--- src/rtl/router_port_rx_if.sv ---
`default_nettype none
// ---------------------------------------------------------------------------
// router_port_rx_if : serial router output port plus byte/packet report bus
// Revision: 1.0
// ---------------------------------------------------------------------------
interface router_port_rx_if #(
  parameter int LEN_W = 8
);
  logic             dout;
  logic             frameo_n;
  logic             valido_n;
  logic [7:0]       byte_out;
  logic             byte_valid;
  logic             byte_last;
  logic             pkt_done;
  logic [LEN_W-1:0] pkt_len;
  logic             err_partial;
  logic             err_proto;
  logic [15:0]      pkt_count;

  modport master (
    output dout, frameo_n, valido_n,
    input  byte_out, byte_valid, byte_last, pkt_done, pkt_len,
    input  err_partial, err_proto, pkt_count
  );

  modport slave (
    input  dout, frameo_n, valido_n,
    output byte_out, byte_valid, byte_last, pkt_done, pkt_len,
    output err_partial, err_proto, pkt_count
  );
endinterface
`default_nettype wire

--- src/rtl/router_port_rx.sv ---
`default_nettype none
// ---------------------------------------------------------------------------
// router_port_rx : deserializes one router output port into framed bytes
// Revision: 1.0
// ---------------------------------------------------------------------------
module router_port_rx #(
  parameter int LEN_W = 8
) (
  input  logic            clk,
  input  logic            reset,
  router_port_rx_if.slave bus_io
);
  typedef enum logic [1:0] {
    SYNC = 2'd0,
    IDLE = 2'd1,
    RECV = 2'd2
  } state_e;

  state_e           state_q, state_d;
  logic [2:0]       bitcnt_q, bitcnt_d;
  logic [7:0]       shreg_q, shreg_d;
  logic [LEN_W-1:0] pkt_len_q, pkt_len_d;
  logic [7:0]       byte_out_q, byte_out_d;
  logic             byte_valid_q, byte_valid_d;
  logic             byte_last_q, byte_last_d;
  logic             pkt_done_q, pkt_done_d;
  logic             err_partial_q, err_partial_d;
  logic             err_proto_q, err_proto_d;
  logic [15:0]      pkt_count_q, pkt_count_d;

  logic [7:0]       w_byte;
  logic [LEN_W-1:0] w_len_inc;

  // Current accumulator with the incoming bit merged at its final position
  assign w_byte    = shreg_q | ({7'd0, bus_io.dout} << bitcnt_q);
  assign w_len_inc = (&pkt_len_q) ? pkt_len_q : pkt_len_q + LEN_W'(1);

  always_comb begin
    state_d       = state_q;
    bitcnt_d      = bitcnt_q;
    shreg_d       = shreg_q;
    pkt_len_d     = pkt_len_q;
    byte_out_d    = byte_out_q;
    byte_last_d   = byte_last_q;
    pkt_count_d   = pkt_count_q;
    byte_valid_d  = 1'b0;
    pkt_done_d    = 1'b0;
    err_partial_d = 1'b0;
    err_proto_d   = 1'b0;

    case (state_q)
      SYNC: begin
        if (bus_io.frameo_n) state_d = IDLE;
      end
      IDLE: begin
        if (!bus_io.frameo_n) begin
          state_d   = RECV;
          pkt_len_d = '0;
          bitcnt_d  = 3'd0;
          shreg_d   = 8'd0;
          if (!bus_io.valido_n) begin
            shreg_d  = {7'd0, bus_io.dout};
            bitcnt_d = 3'd1;
          end
        end else if (!bus_io.valido_n) begin
          err_proto_d = 1'b1;
        end
      end
      RECV: begin
        if (!bus_io.valido_n) begin
          if (bus_io.frameo_n) begin
            byte_out_d    = w_byte;
            byte_valid_d  = 1'b1;
            byte_last_d   = 1'b1;
            err_partial_d = (bitcnt_q != 3'd7);
            pkt_len_d     = w_len_inc;
            pkt_done_d    = 1'b1;
            pkt_count_d   = pkt_count_q + 16'd1;
            bitcnt_d      = 3'd0;
            shreg_d       = 8'd0;
            state_d       = IDLE;
          end else if (bitcnt_q == 3'd7) begin
            byte_out_d   = w_byte;
            byte_valid_d = 1'b1;
            byte_last_d  = 1'b0;
            pkt_len_d    = w_len_inc;
            bitcnt_d     = 3'd0;
            shreg_d      = 8'd0;
          end else begin
            shreg_d  = w_byte;
            bitcnt_d = bitcnt_q + 3'd1;
          end
        end else if (bus_io.frameo_n) begin
          // Frame dropped without a final bit: buffered bits are discarded
          err_proto_d = 1'b1;
          pkt_done_d  = 1'b1;
          pkt_count_d = pkt_count_q + 16'd1;
          bitcnt_d    = 3'd0;
          shreg_d     = 8'd0;
          state_d     = IDLE;
        end
      end
      default: state_d = SYNC;
    endcase
  end

  always_ff @(posedge clk or posedge reset) begin
    if (reset) begin
      state_q       <= SYNC;
      bitcnt_q      <= 3'd0;
      shreg_q       <= 8'd0;
      pkt_len_q     <= '0;
      byte_out_q    <= 8'd0;
      byte_valid_q  <= 1'b0;
      byte_last_q   <= 1'b0;
      pkt_done_q    <= 1'b0;
      err_partial_q <= 1'b0;
      err_proto_q   <= 1'b0;
      pkt_count_q   <= 16'd0;
    end else begin
      state_q       <= state_d;
      bitcnt_q      <= bitcnt_d;
      shreg_q       <= shreg_d;
      pkt_len_q     <= pkt_len_d;
      byte_out_q    <= byte_out_d;
      byte_valid_q  <= byte_valid_d;
      byte_last_q   <= byte_last_d;
      pkt_done_q    <= pkt_done_d;
      err_partial_q <= err_partial_d;
      err_proto_q   <= err_proto_d;
      pkt_count_q   <= pkt_count_d;
    end
  end

  assign bus_io.byte_out    = byte_out_q;
  assign bus_io.byte_valid  = byte_valid_q;
  assign bus_io.byte_last   = byte_last_q;
  assign bus_io.pkt_done    = pkt_done_q;
  assign bus_io.pkt_len     = pkt_len_q;
  assign bus_io.err_partial = err_partial_q;
  assign bus_io.err_proto   = err_proto_q;
  assign bus_io.pkt_count   = pkt_count_q;

endmodule
`default_nettype wire

--- src/flat_wrapper.sv ---
// flat-port wrapper written by rule: the top's interface ports become plain ports
module router_port_rx_flat 
#(
  parameter int LEN_W = 8
)
  (clk, reset, bus_io_dout, bus_io_frameo_n, bus_io_valido_n, bus_io_byte_out, bus_io_byte_valid, bus_io_byte_last, bus_io_pkt_done, bus_io_pkt_len, bus_io_err_partial, bus_io_err_proto, bus_io_pkt_count);
  router_port_rx_if #(.LEN_W(LEN_W)) bus_io_i ();
  input  logic clk;
  input  logic reset;
  input wire logic [$bits(bus_io_i.dout)-1:0] bus_io_dout;
  input wire logic [$bits(bus_io_i.frameo_n)-1:0] bus_io_frameo_n;
  input wire logic [$bits(bus_io_i.valido_n)-1:0] bus_io_valido_n;
  output wire logic [$bits(bus_io_i.byte_out)-1:0] bus_io_byte_out;
  output wire logic [$bits(bus_io_i.byte_valid)-1:0] bus_io_byte_valid;
  output wire logic [$bits(bus_io_i.byte_last)-1:0] bus_io_byte_last;
  output wire logic [$bits(bus_io_i.pkt_done)-1:0] bus_io_pkt_done;
  output wire logic [$bits(bus_io_i.pkt_len)-1:0] bus_io_pkt_len;
  output wire logic [$bits(bus_io_i.err_partial)-1:0] bus_io_err_partial;
  output wire logic [$bits(bus_io_i.err_proto)-1:0] bus_io_err_proto;
  output wire logic [$bits(bus_io_i.pkt_count)-1:0] bus_io_pkt_count;
  assign bus_io_i.dout = bus_io_dout;
  assign bus_io_i.frameo_n = bus_io_frameo_n;
  assign bus_io_i.valido_n = bus_io_valido_n;
  assign bus_io_byte_out = bus_io_i.byte_out;
  assign bus_io_byte_valid = bus_io_i.byte_valid;
  assign bus_io_byte_last = bus_io_i.byte_last;
  assign bus_io_pkt_done = bus_io_i.pkt_done;
  assign bus_io_pkt_len = bus_io_i.pkt_len;
  assign bus_io_err_partial = bus_io_i.err_partial;
  assign bus_io_err_proto = bus_io_i.err_proto;
  assign bus_io_pkt_count = bus_io_i.pkt_count;
  router_port_rx #(.LEN_W(LEN_W)) u_core (.clk(clk), .reset(reset), .bus_io(bus_io_i));
endmodule
--- config.mk ---
export PLATFORM = sky130hd
export DESIGN_NAME = router_port_rx_flat
export DESIGN_NICKNAME = d
export VERILOG_FILES = /design/src/rtl/router_port_rx_if.sv /design/src/rtl/router_port_rx.sv /design/src/flat_wrapper.sv
export SDC_FILE = /design/constraint.sdc
export NUM_CORES = 1
export LEC_CHECK = 0
export ABC_CLOCK_PERIOD_IN_PS = 2400
export BUFFER_PORTS_ARGS = -buffer_cell sky130_fd_sc_hd__buf_2
export CAP_MARGIN = 30
export CORE_ASPECT_RATIO = 0.7
export CORE_UTILIZATION = 50
export CTS_BUF_LIST = sky130_fd_sc_hd__clkbuf_8
export CTS_CLUSTER_DIAMETER = 200
export DETAILED_ROUTE_END_ITERATION = 12
export PLACE_DENSITY = 0.73
export SETUP_SLACK_MARGIN = 0.1
export SYNTH_ARGS = -nofsm -noshare
export SYNTH_HDL_FRONTEND = slang
export SYNTH_SLANG_ARGS = --single-unit
--- constraint.sdc ---
create_clock -name clk -period 2.4 [get_ports clk]
set_input_delay 0.24 -clock clk [delete_from_list [all_inputs] [get_ports clk]]
set_output_delay 0.24 -clock clk [all_outputs]
set_load 0.1 [all_outputs]
* Word level (Yosys, flattened, before mapping)
Cells that the tools add are included.
Cells by class: add/subtract/negate cells 3, equality and inequality tests 9, shifts and indexed selects 1, multiplexer cells 40, bitwise operators 2, reduce and logical (&&, ||, !) cells 10
Operator list (number):
- 2-to-1 mux 8 bit | 12
- case mux 8 bit (2 select lines) | 2
- adder 16 x 1 -> 16 bit (second input constant) | 1
- 2-to-1 mux 1 bit | 16
- 2-to-1 mux 3 bit | 5
- adder 8 x 1 -> 8 bit (second input constant) | 1
- bitwise OR 8 bit | 1
- AND reduction 8 bit | 1
- << shifter 1 x 3 -> 8 bit | 1
- != test 3 bit (second input constant) | 2
- case mux 3 bit (2 select lines) | 1
- AND reduction 3 bit | 2
- 2-to-1 mux 2 bit | 2
- != test 2 bit (second input constant) | 2
- case mux 2 bit (2 select lines) | 1
- AND reduction 2 bit | 2
- AND reduction 4 bit | 1
- nonzero test 2 bit | 2
- adder 3 x 1 -> 3 bit (second input constant) | 1
- equality test 3 bit (second input constant) | 1
- != test 3 x 2 -> 1 bit (second input constant) | 1
- equality test 2 x 1 -> 1 bit (second input constant) | 1
- equality test 2 bit (second input constant) | 1
- zero test 2 bit | 1
- 4 further kinds | 4
Storage, ports and cells: bits in registers 50, output and inout port bits 37

* Logic depth before layout (Yosys ltp)
Gate-level depths: netlist (run 1).
word-level depth 6, mapped depth 8, depth with buffers taken out 7

* Worst setup path before layout (run 1)
No wires, ideal clock.
path type reg2reg, start register u_core.pkt_count_q[0], in the netlist u_core.bus_io.pkt_count[0], end register u_core.pkt_count_q[12], in the netlist u_core.bus_io.pkt_count[12], setup time 0.163 ns, data arrival time 2.121 ns, setup slack 0.116 ns, cell stages (with the launch flop) 6, path buffers 0, path through dfrtp_1 -> ha_1 -> nand3_1 -> or4_1 -> nor2_1 -> xor2_1
Between the ends: longest elaborated chain between the ends 1
RTL lines:
- from (decl) | line router_port_rx.sv:29 | logic [15:0] pkt_count_q, pkt_count_d;
- from (signal assigned) | line router_port_rx.sv:131 | pkt_count_q <= pkt_count_d;
- adder 16 x 1 -> 16 bit | line router_port_rx.sv:78, router_port_rx.sv:97
Every way passes these cells. A chain may end at the register's enable or synchronous reset.

* Worst setup path in the final report (run 1)
start register u_core.state_q[0], end register u_core.pkt_len_q[7], in the netlist u_core.bus_io.pkt_len[7]
Between the ends: longest elaborated chain between the ends 3, elaborated cells on any way between the ends 8, classes of those cells eq/ne (5); mux (1); reduce/logical (2)
RTL lines:
- from (decl) | line router_port_rx.sv:19 | state_e state_q, state_d;
- from (signal assigned) | line router_port_rx.sv:121 | state_q <= state_d;
- equality test 2 bit / equality test 2 x 1 -> 1 bit (equally long branches) | line router_port_rx.sv:51 | case (state_q)
- != test 3 x 2 -> 1 bit (no source line) (tied with other cells)
- AND reduction 4 bit (no source line)
- to (signal assigned) | line router_port_rx.sv:124 | pkt_len_q <= pkt_len_d;
- to (decl) | line router_port_rx.sv:22 | logic [LEN_W-1:0] pkt_len_q, pkt_len_d;
Parallel ways exist; a longest one is shown, timed or not.

==> key figures, run 1 <==
Run status
  • Outcome: completed

STA
  • Final worst setup slack: 0.1834 ns
  • Setup-failing EPs final: 0
  • Clk_skew: 0.003934 ns
  • Max Slew Vio Count: 0
  • Final TNS setup: 0 ns
  • Relative slew slack: 67.35%
  • Unrepaired setup endpoints after global routing: no
  • Period utilization: 92.36%
  • Fmax: 451.1 MHz
  • Min Tclk post-route: 2.217 ns
  • Slew @ Worst Pin: 0.4931 ns
  • Hold_ws: 0.2112 ns
  • Fin. Hold Viols: 0

Yosys
  • Synth top area cells: dfrtp_1 53%, ha_1 4.3%, xnor2_1 4.1%
  • Synth top area share: 53.45%
  • Syn Area/Cell: 10.18 sq um
  • Post-Syn Area: 0.002341 sq mm
  • Cell variety after synth: 40
  • Commonest cells post-synth: 50 x dfrtp_1, 22 x nand2_1, 20 x nor2_1
  • Dominant cell type by area after synthesis: dfrtp_1
  • YS warnings: 0
  • Syn nets: 243
  • Top-count cell post-synth: dfrtp_1
  • Post-synth top flop: dfrtp_1
  • Flops & latches, synth: 50
  • Post-synthesis sequential area ratio: 53.45%
  • Gate Count Post-Synth: 230
  • Async set or reset register ratio after synthesis: 100.0%
  • Post-synth EDFFs: 0

Pwr
  • Peak supply drop: 1.147 mV
  • Power Density: 984.5 mW/mm^2
  • Pleak: 1.411 nW

Critical path
  • R2r setup slk: 0.18 ns
  • Crit path buffers/inverters: 1
  • CP endpoint kind: flip-flop
  • CP max-delay cell: or4_4
  • Max incr delay on CP: 0.60 ns
  • Worst setup startpoint: u_core.state_q[0]
  • R2R Path End: u_core.bus_io.pkt_len[7]
  • Critical path type: reg2reg
  • Req. time, crit path: 2.59 ns
  • Worst setup SP type: flip-flop
  • FF-to-FF path depth: 6
  • Crit path cell chain: inv_1 -> ha_1 -> ha_1 -> or4_4 -> or2_4 -> a211o_1
  • Worst R2R Start: u_core.state_q[0]
  • Crit path max fanout: 8
  • WP data arrival: 2.41 ns
  • Crit-path most repeated cell: ha_1
  • Crit path max-delay family: simple AND/OR/NAND/NOR gates

Detailed routing
  • First drt pass iteration count: 4
  • Vias: 1,903
  • DRC viols: 0
  • Final ANT Viol Nets: 0
  • Routed WL: 4749 microns
  • Initial DRC Count: 94
  • Wire length per cell: 14.01 microns
  • Via-to-Cell Ratio: 5.614

Min path
  • Hold-critical path depth: 2
  • Hold Crit Class: in2reg
  • Worst hold endpoint: u_core.bus_io.err_partial
  • Hold_sp: bus_io_valido_n

Clocking
  • Num Clock Sinks: 50
  • Root buffer cell: clkbuf_8
  • Clock tree buffer depth: 2
  • Post-CTS setup buffers: 0
  • H-tree levels: 2
  • Number of buffers created by CTS: 5
  • Clk_lat worst skew: 0.30 ns
  • TritonCTS clock tree: built
  • Clock Pin Slew Worst Setup and Hold Paths: 0.09 ns

Final layout
  • Area Growth Syn to Fin: 18.71%
  • Layout cells sized above 1: 22.89%
  • Nets: 296
  • Fillers: 368
  • Multi-input logic area: 0.001028 sq mm
  • Diode count: 0
  • Seq. cell area: 0.001251 sq mm
  • Post-layout instance area: 0.002779 sq mm
  • Final core occ: 63.10%

Global routing
  • Initial antenna violation count: 0
  • Vias in the first global route: 1,655
  • Overflow after GRT: 0
  • GRT Total Usage: 20.46%
  • Largest net degree at the start of global routing: 20
  • Global-route wire length before repair: 7900 microns

Floorplan
  • Rows: 20
  • Core Region: 0.004404 sq mm
  • Starting Density: 53.15%
  • Die Ht: 59.25 microns
  • Die Wd: 83.79 microns
  • Ports: 42
  • Die area: 0.004964 sq mm

Placed design
  • Post-DP Area: 0.002666 sq mm
  • Routability cong.: 0.8074
  • Post-detail-place hpwl: 3507 microns
  • PortBufs: 41
  • Post-place setup slack: 0.1077 ns

Job
  • Number of max-cap violations: 0
cell type report:
cell class,instances,area share [%]
Tap cell,55,2.476
Inverter,11,1.486
Clock inverter,2,0.5853
Clock buffer,6,2.972
Sequential cell,50,45.02
Timing Repair Buffer,52,10.45
Multi-Input combinational cell,163,37.01
registers in the layout, summed over array words and instances (netlist names):
register	count
u_core.state_q	2
u_core.bus_io.pkt_done	1
u_core.bus_io.pkt_count	16
u_core.bus_io.err_proto	1
u_core.bus_io.byte_out	8
u_core.bus_io.byte_last	1
u_core.bus_io.err_partial	1
u_core.bitcnt_q	3
u_core.bus_io.byte_valid	1
u_core.shreg_q	8
u_core.bus_io.pkt_len	8
per-layer routing:
metal | wire (microns) | vias up | GRT usage, %
met4 | 24 | 0 | 3.632
li1 | - | 927 | -
met5 | 0 | - | 0
met2 | 2061 | 51 | 30.20
met3 | 225 | 2 | 4.875
met1 | 2438 | 923 | 31.10
cell usage in the layout (no fill, tap or decap), types with 3 or more instances in the layout:
cell type	synthesis	final
o31ai_1	3	3
a31oi_1	6	6
xnor2_1	11	11
nor3_1	4	4
nor2_1	20	20
buf_2	1	41
xor2_1	4	4
nand3_1	10	10
a21oi_1	9	9
and3_1	4	4
a22o_1	4	4
o21ai_0	17	17
clkbuf_8	0	6
nand4_1	6	6
dfrtp_1	50	50
nand2_1	22	22
inv_1	11	10
buf_4	0	10
ha_1	8	8
nor2b_1	3	3
and2_1	4	4
per-stage QoR:
| step | power (mW) | std cells |
|---|---|---|
| after floorplan | 1.980 | 230 |
| after global placement | 2.199 | 330 |
| after detailed placement | 2.212 | 330 |
| after CTS | 2.749 | 339 |
| after global routing | 2.892 | 339 |
| final | 2.736 | 339 |
worst max path at each step:
stage                     slack [ns]  cells past startpoint                     endpoint
after floorplan                 0.12                      5  u_core.bus_io.pkt_count[12]
after global placement          0.17                      6     u_core.bus_io.pkt_len[7]
after detailed placement        0.11                      6     u_core.bus_io.pkt_len[7]
after CTS                       0.19                      6     u_core.bus_io.pkt_len[7]
after global routing            0.11                      6     u_core.bus_io.pkt_len[7]
final                           0.18                      6     u_core.bus_io.pkt_len[7]
where the power goes:
part	leakage [nW]	internal, mW	total, mW	switching, mW
clock	0.0478	0.238	0.520	0.282
sequential	0.674	0.944	1.03	0.0893
combinational	0.690	0.292	1.18	0.891
cell families (layout without fill, tap and decap cells):
group | after synthesis | count (layout) | share of synthesized area (%)
compound gates | 50 | 50 | 13.74
xor+xnor | 15 | 15 | 5.612
fa+ha+maj | 8 | 8 | 4.276
buf+inv | 17 | 71 | 2.779
flops | 50 | 50 | 53.45
mux | 3 | 3 | 1.390
simple gates | 87 | 87 | 18.76
what timing repair did:
item,CTS,global route
hold endpoints to repair,16,0
endpoints found under the setup margin,1,0
hold buffers,1,0
resized for setup,1,0
Note: power is estimated with default switching activity, not from simulation.
==> inputs of run 2 (changes only) <==
--- a/config.mk
+++ b/config.mk
@@ -8,7 +8,6 @@
 export ABC_CLOCK_PERIOD_IN_PS = 2400
 export BUFFER_PORTS_ARGS = -buffer_cell sky130_fd_sc_hd__buf_2
 export CAP_MARGIN = 30
-export CORE_ASPECT_RATIO = 0.7
 export CORE_UTILIZATION = 50
 export CTS_BUF_LIST = sky130_fd_sc_hd__clkbuf_8
 export CTS_CLUSTER_DIAMETER = 200
==> run 2 against run 1 <==
  * Utilization grew 0.82 points
  * Fmax grew 0.76%
  * Non-clock buffer count stayed put
  * Critical path depth did not move
  * Die area about the same
  * Combinational power about the same
  * Flip-flop and latch count is the same
  * Largest power group unchanged
==> key figures, run 2 (same netlist as run 1, synthesis figures left out) <==
Run status
  • Outcome: completed

Global routing
  • Largest net degree at the start of global routing: 27
  • Met2 Usage GRT: 33.23%
  • Overflow after GRT: 0
  • Initial antenna violation count: 0
  • Global routing usage on met1: 27.68%
  • Met3 Use GR: 3.896%
  • Global-route wire length before repair: 8107 microns
  • GRT Total Usage: 20.85%
  • Layer with the highest usage: met2
  • Vias in the first global route: 1,801

STA
  • Min Tclk post-route: 2.200 ns
  • Max Slew Vio Count: 0
  • Final TNS setup: 0 ns
  • Slew @ Worst Pin: 0.5589 ns
  • Setup-failing EPs final: 0
  • Period utilization: 91.66%
  • Clk_skew: 0.009980 ns
  • Unrepaired setup endpoints after global routing: no
  • Fmax: 454.6 MHz
  • Relative slew slack: 62.68%
  • Fin. Hold Viols: 0

Detailed routing
  • Wire length per cell: 14.59 microns
  • Vias: 1,890
  • First drt pass iteration count: 4
  • Final ANT Viol Nets: 0
  • Via-to-Cell Ratio: 5.625
  • Routed WL: 4903 microns
  • Initial DRC Count: 104
  • DRC viols: 0

Critical path
  • CP endpoint kind: flip-flop
  • Worst setup SP type: flip-flop
  • Crit path max fanout: 8
  • Req. time, crit path: 2.59 ns
  • Critical path type: reg2reg
  • WP data arrival: 2.39 ns

Final layout
  • Post-layout instance area: 0.002821 sq mm
  • Seq. cell area: 0.001251 sq mm
  • Highest-count cells in the layout ignoring fill and taps: 50 x dfrtp_1, 41 x buf_2, 22 x nand2_1
  • Layout cells sized above 1: 23.94%
  • Max FFs per register: 16
  • Multi-input logic area: 0.001040 sq mm
  • Commonest non-fill, non-tap cell in the layout: dfrtp_1
  • Nets: 296
  • Diode count: 0
  • Area Growth Syn to Fin: 20.52%
  • Post-Layout Cell Count: 336
  • Final core occ: 63.92%
  • Fillers: 353

Pwr
  • Pleak: 1.430 nW
  • Power Density: 1018 mW/mm^2
  • Peak supply drop: 0.4801 mV
  • Total power: 2.872 mW

Floorplan
  • Rows: 24
  • Ports: 42
  • Die Wd: 70.43 microns
  • Die Ht: 70.43 microns
  • Core Region: 0.004414 sq mm
  • Starting Density: 53.03%
  • Die area: 0.004960 sq mm

Clocking
  • H-tree levels: 2
  • Clk_lat worst skew: 0.31 ns
  • Num Clock Sinks: 50
  • Number of buffers created by CTS: 5
  • Clock Pin Slew Worst Setup and Hold Paths: 0.10 ns
  • Clock tree buffer depth: 2
  • TritonCTS clock tree: built
  • Root buffer cell: clkbuf_8

Min path
  • Hold Crit Class: in2reg

Placed design
  • PortBufs: 41
  • Placed Cells: 327
  • Post-detail-place hpwl: 3444 microns
  • Post-DP Area: 0.002675 sq mm
  • Routability cong.: 0.8477

Job
  • Number of max-cap violations: 0
run 2: cell count changes in the layout (fill, tap and decap cells not counted):
cell / delta
buf_12: +1
buf_4: -1
bufinv_16: +1
clkinvlp_4: -1
ha_1: -1
ha_2: +1
nor3_1: -1
nor3_2: +1
or4_1: -1
or4_4: +1
run 2: repair_timing:
item | 4_1_cts | 5_1_grt
setup buffers | 0 | 0
pin swaps | 0 | 1
hold buffers | 1 | 0
gates resized for setup | 1 | 3
setup endpoints to repair | 5 | 8
hold endpoints to repair | 20 | 0
run 2: power by group:
part           leakage (nW)  total [mW]  internal, mW  switching [mW]
Combinational         0.694        1.21         0.301           0.906
Sequential            0.674        1.03         0.944          0.0875
Clock                0.0618       0.633         0.343           0.290
run 2: cell type report:
cell class / instances / area share, %
Clock inverter: 2 / 1.375
Tap cell: 52 / 2.306
Timing Repair Buffer: 52 / 10.73
Inverter: 11 / 1.463
Multi-Input combinational cell: 163 / 36.85
Clock buffer: 6 / 2.927
Sequential cell: 50 / 44.35
run 2: final timing paths:
kind                                        startpoint                     endpoint  slack, ns  cells after the start
max                                  u_core.state_q[1]     u_core.bus_io.pkt_len[7]       0.20                      6
min                                    bus_io_valido_n    u_core.bus_io.err_partial       0.22                      2
max reg2reg                          u_core.state_q[1]     u_core.bus_io.pkt_len[7]       0.20                      6
min reg2reg                u_core.bus_io.pkt_count[15]  u_core.bus_io.pkt_count[15]       0.47                      1
max in group asynchronous                        reset     u_core.bus_io.pkt_len[4]       1.34                      4
min in group asynchronous                        reset            u_core.shreg_q[4]       0.53                      3
run 2: metal layers:
layer  vias to the layer above  part of all wire, %
met1                       894                   48
li1                        936                    -
met3                         8                  4.1
met4                         0                  1.8
met2                        52                   46
met5                         -                    0
run 2: worst max-delay path: stages (launching register included):
cell and delay, ns:
dfrtp_1 0.38, inv_1 0.07, ha_1 0.26, and2_1 0.21, or4_4 0.60, or2_4 0.28
a211o_1 0.29
run 2: metrics by stage:
stage / setup WS (ns) / hold slack (ns)
after floorplan: 0.1159 / 0.3108
after global placement: 0.1285 / 0.3222
after detailed placement: 0.07198 / 0.3249
after CTS: 0.1261 / 0.2039
after global routing: 0.1175 / 0.2139
final: 0.2002 / 0.2160
